==> src/rtl/i2c_pkg.sv <==
// Shared I2C slave definitions: receiver state encoding and byte framing constants.
package i2c_pkg;

  typedef enum logic [2:0] {
    I2C_RX_IDLE = 3'd0,
    I2C_RX_ADDR = 3'd1,
    I2C_RX_AACK = 3'd2,
    I2C_RX_DATA = 3'd3,
    I2C_RX_DACK = 3'd4
  } i2c_rx_state_t;

  localparam logic [6:0] I2C_GCALL_ADDR    = 7'h00;
  localparam int         I2C_BITS_PER_BYTE = 8;

endpackage

==> src/rtl/i2c_rx_shift.sv <==
// Serial-to-parallel shifter: MSB-first shift on each enabled SCL rise, with a
// bit counter that saturates at one byte so stray SCL rises cannot wrap it.
module i2c_rx_shift
  import i2c_pkg::*;
(
  input  logic       clk,
  input  logic       rst,
  input  logic       clr,
  input  logic       shift,
  input  logic       sda,
  output logic [7:0] sr,
  output logic       last,
  output logic       done
);

  localparam logic [3:0] BCNT_FULL = 4'(I2C_BITS_PER_BYTE);

  logic [3:0] bcnt;

  assign done = (bcnt == BCNT_FULL);
  assign last = (bcnt == BCNT_FULL - 4'd1);

  always_ff @(posedge clk or negedge rst) begin
    if (!rst) begin
      sr   <= '0;
      bcnt <= '0;
    end else if (clr) begin
      bcnt <= '0;
    end else if (shift && !done) begin
      sr   <= {sr[6:0], sda};
      bcnt <= bcnt + 4'd1;
    end
  end

endmodule

==> src/rtl/i2c_byte_rx.sv <==
// I2C slave write receiver: frames address/data bytes, matches ADDR, drives ACK, strobes data bytes out.
// Define I2C_BYTE_RX_GCALL_EN to also accept the general-call address 7'h00 (write).
module i2c_byte_rx
  import i2c_pkg::*;
#(
  parameter logic [6:0] ADDR = 7'h50
) (
  input  logic       clk,
  input  logic       rst,
  input  logic       sda,
  input  logic       scl_lohi,
  input  logic       scl_hilo,
  input  logic       sta,
  input  logic       sto,
  input  logic       full,
  output logic       sda_low,
  output logic [7:0] dat,
  output logic       dat_vld,
  output logic       sel
);

  i2c_rx_state_t state;
  logic [7:0]    sr;
  logic          last;
  logic          done;
  logic          ack_ok;
  logic          hilo;
  logic          shift;
  logic          clr;
  logic          match;

  // A falling-edge pulse coincident with a rising-edge pulse is treated as noise.
  assign hilo  = scl_hilo & ~scl_lohi;
  assign shift = scl_lohi & ~sta & ~sto &
                 ((state == I2C_RX_ADDR) | (state == I2C_RX_DATA));
  assign clr   = sta | (hilo & ~sto &
                 ((state == I2C_RX_AACK) | (state == I2C_RX_DACK)));

`ifdef I2C_BYTE_RX_GCALL_EN
  assign match = ~sr[0] & ((sr[7:1] == ADDR) | (sr[7:1] == I2C_GCALL_ADDR));
`else
  assign match = ~sr[0] & (sr[7:1] == ADDR);
`endif

  i2c_rx_shift u_shift (
    .clk   (clk),
    .rst   (rst),
    .clr   (clr),
    .shift (shift),
    .sda   (sda),
    .sr    (sr),
    .last  (last),
    .done  (done)
  );

  always_ff @(posedge clk or negedge rst) begin
    if (!rst) begin
      state   <= I2C_RX_IDLE;
      sda_low <= 1'b0;
      dat     <= 8'h00;
      dat_vld <= 1'b0;
      sel     <= 1'b0;
      ack_ok  <= 1'b0;
    end else begin
      dat_vld <= 1'b0;
      if (sta) begin
        state   <= I2C_RX_ADDR;
        sda_low <= 1'b0;
        sel     <= 1'b0;
      end else if (sto) begin
        state   <= I2C_RX_IDLE;
        sda_low <= 1'b0;
        sel     <= 1'b0;
      end else begin
        case (state)
          I2C_RX_IDLE: ;
          I2C_RX_ADDR: begin
            if (hilo && done) begin
              if (match) begin
                sda_low <= 1'b1;
                state   <= I2C_RX_AACK;
              end else begin
                state   <= I2C_RX_IDLE;
              end
            end
          end
          I2C_RX_AACK: begin
            if (hilo) begin
              sda_low <= 1'b0;
              sel     <= 1'b1;
              state   <= I2C_RX_DATA;
            end
          end
          I2C_RX_DATA: begin
            // A full buffer still gets the byte; only the ACK reflects it.
            if (scl_lohi && last) begin
              dat     <= {sr[6:0], sda};
              dat_vld <= 1'b1;
              ack_ok  <= ~full;
            end else if (hilo && done) begin
              sda_low <= ack_ok;
              state   <= I2C_RX_DACK;
            end
          end
          I2C_RX_DACK: begin
            if (hilo) begin
              sda_low <= 1'b0;
              state   <= I2C_RX_DATA;
            end
          end
          default: state <= I2C_RX_IDLE;
        endcase
      end
    end
  end

endmodule

==> config.mk <==
export PLATFORM = sky130hd
export DESIGN_NAME = i2c_byte_rx
export DESIGN_NICKNAME = d
export VERILOG_FILES = /design/src/rtl/i2c_pkg.sv /design/src/rtl/i2c_rx_shift.sv /design/src/rtl/i2c_byte_rx.sv
export SDC_FILE = /design/constraint.sdc
export NUM_CORES = 1
export LEC_CHECK = 0
export ABC_AREA = 1
export CORE_MARGIN = 2
export CORE_UTILIZATION = 55
export CTS_BUF_LIST = sky130_fd_sc_hd__clkbuf_16
export DETAILED_ROUTE_END_ITERATION = 12
export PLACE_DENSITY = 0.86
export SLEW_MARGIN = 20
export SYNTH_ARGS = -nofsm -noshare
export SYNTH_HDL_FRONTEND = slang
export SYNTH_SLANG_ARGS = --single-unit
==> constraint.sdc <==
create_clock -name clk -period 2.8 [get_ports clk]
set_input_delay 0.28 -clock clk [delete_from_list [all_inputs] [get_ports clk]]
set_output_delay 0.28 -clock clk [all_outputs]
set_load 0.01 [all_outputs]
==> impl_metrics.py <==
metrics = {
    "floorplanning": {
        "rows": 17,
        "initial_core_util_pct": 59.5,
        "core_area_um2": 2250,
        "ios": 19,
        "die_h_um": 53.4,
        "die_area_um2": 2850,
        "die_width_um": 53.4,
    },
    "global_route": {
        "grt_first_pass_wirelength_um": 4490,
        "grt.overflow.total": 0,
        "grt_max_degree": 28,
        "grt_usage_pct": 21.9,
        "antenna_found_initial": 0,
        "grt_pass1_vias": 1081,
    },
    "placed_design": {
        "dp_hpwl_um": 2010,
        "placed_area_um2": 1540,
        "gp_congestion": 0.776,
        "io_buffers": 18,
    },
    "detailed_routing": {
        "drtPass1Iterations": 4,
        "drt_iter0_markers": 34,
        "vias_per_cell": 5.19,
        "post_drt_wl_per_cell_um": 13.0,
        "wl_um": 2730,
        "post-route-drc-count": 0,
        "ant_nets": 0,
        "vias": 1090,
    },
    "synthesis": {
        "synth_top_area_share_pct": 50.3,
        "synth_cell_types": 19,
        "synth_fp_nets": 172,
        "ys_seq_elements": 27,
        "synth_warnings": 0,
        "synth_area_um2": 1340,
        "syn_avg_cell_area_um2": 8.29,
        "yosysSeqAreaShare_pct": 50.3,
        "netlist.top_cell.by_area": "dfrtp_1",
        "synthCells": 162,
        "yosys-top-cells-area": "dfrtp_1 (50%), nand2_1 (13%), o21ai_2 (6.5%)",
    },
    "finish": {
        "layout_commonest_cell": "nand2_1",
        "final_cell_mix": "nand2_1 (48), dfrtp_1 (27), inv_1 (23)",
        "area_delta_synth_final_pct": 20.5,
        "nets": 193,
        "register_area_um2": 676,
        "multi_input_area_um2": 546,
        "final_area_um2": 1620,
        "drive_above_1_share_pct": 12.6,
        "n_antenna_cell": 0,
        "fillCellCount": 171,
    },
    "worst_setup_path": {
        "cp_max_fo": 22,
        "r2r_cells": 10,
        "critPathKind": "flip-flop to flip-flop",
        "reg2reg_from": "u_shift.bcnt[0]$_DFFE_PN0P_",
        "critPathArrivalTime_ps": 1870,
        "required_ps": 2940,
        "crit_start": "u_shift.bcnt[0]$_DFFE_PN0P_",
        "cp-start-kind": "flip-flop",
        "reg2reg_setup_slack_ps": 1070,
        "end_kind": "flip-flop",
        "timing.rr.end": "u_shift.bcnt[3]$_DFFE_PN0P_",
    },
    "timing": {
        "setup_viol_count_final": 0,
        "worst_pin_slew_ps": 395,
        "clock_skew_ps": 4.75,
        "drv_slew": 0,
        "fmax_ghz": 0.579,
        "rsz0062_at_grt": "false",
        "fin_crit_ps": 1730,
        "setup_total_negative_slack_ps": 0,
        "period_share_pct": 61.7,
        "maxSlewHeadroom_pct": 73.7,
        "hold_viol_final": 0,
    },
    "clock_network": {
        "cts_resized": 0,
        "postCtsSetupRepairBufs": 0,
        "root_buffer": "clkbuf_16",
        "cts_buffers": 3,
        "worstSkewPairLatency_ps": 260,
        "cts_buffer_depth": 2,
        "cts-htree-levels": 1,
        "cts_hold_buf": 0,
        "cts_sinks": 27,
        "cts_tree": "built",
        "path_clk_slew_ps": 60,
    },
    "hold_path": {
        "hp-class": "input port to async pin",
    },
    "pwr": {
        "power_density_nw_per_um2": 523,
        "power_uw": 846,
        "vdd_drop_max_mv": 0.393,
        "p_leak_nw": 0.811,
    },
    "job": {
        "cap_viol_max_count": 0,
    },
    "run_status": {
        "outcome": "complete, no violations",
    },
}
flip-flops by register name (all words and copies together), names as in the netlist:
| name | flops |
|---|---|
| dat | 8 |
| u_shift.sr | 8 |
| u_shift.bcnt | 4 |
| state | 3 |
| ack_ok | 1 |
| dat_vld | 1 |
| sda_low | 1 |
| sel | 1 |
layout make-up:
cell class | count | share of cell area, %
multi-input combinational | 107 | 33.7
clock inverter | 1 | 0.309
timing repair buffer | 19 | 11.6
tap | 28 | 2.17
inverter | 25 | 5.80
clock buffer | 3 | 4.64
sequential | 27 | 41.8
cells by family (layout without fill, tap and decap cells):
family / Yosys count / after routing / share of synthesized area (%)
AOI/OAI and AO/OA: 22 / 22 / 11.0
DFF: 27 / 27 / 50.3
buffers and inverters: 28 / 48 / 9.04
adders and majority gates: 2 / 2 / 1.86
and+or+nand+nor: 82 / 82 / 27.1
xor gates and xnor gates: 1 / 1 / 0.652
power breakdown:
| group | internal [mW] | switching, mW | total (mW) |
|---|---|---|---|
| Clock | 0.192 | 0.125 | 0.318 |
| Sequential | 0.413 | 0.0176 | 0.431 |
| Combinational | 0.0334 | 0.0646 | 0.0980 |
metal layers:
metal | wire, um | vias to the layer above | GRT usage [%]
li1 | - | 538 | -
met1 | 1140 | 516 | 25.9
met2 | 1450 | 32 | 38.5
met3 | 116 | 4 | 3.67
met4 | 27 | 0 | 9.40
met5 | 0 | - | 0
cell usage after synthesis, drive strengths merged:
cell,number
xor2,1
nand2,50
nor3,1
o21ai,20
inv,25
nor2,17
nand3,14
buf,3
ha,2
dfrtp,27
a21oi,2
metrics by stage:
| stage | setup slack, ps | hold WS, ps | instances | utilization [%] |
|---|---|---|---|---|
| 2_1_floorplan | 1520 | -15.6 | 162 | - |
| 3_3_place_gp | 1050 | 455 | 206 | 68.2 |
| 3_5_place_dp | 932 | 462 | 206 | 68.2 |
| 4_1_cts | 1090 | 399 | 210 | 71.8 |
| 5_1_grt | 933 | 447 | 210 | 71.8 |
| 6_report | 1070 | 387 | 210 | 71.8 |
worst max-delay path by stage:
stage                     slack, ps                     endpoint  depth (start not counted)
after floorplan                1520  u_shift.bcnt[0]$_DFFE_PN0P_                          9
after global placement         1050  u_shift.bcnt[3]$_DFFE_PN0P_                          9
after detailed placement        930  u_shift.bcnt[3]$_DFFE_PN0P_                          9
after CTS                      1090  u_shift.bcnt[3]$_DFFE_PN0P_                         10
after global routing            930  u_shift.bcnt[3]$_DFFE_PN0P_                         10
final                          1070  u_shift.bcnt[3]$_DFFE_PN0P_                         10
critical path, stage by stage (launching register included):
cell and delay [ps]:
dfrtp_1 410, inv_1 80, ha_1 210, nand2_1 70
nor2_1 50, inv_1 70, nand3_2 310, nor2_1 220
nand2_1 70, nand2_1 80, nor2_1 50
No activity file was read; power rests on OpenSTA's default activity.
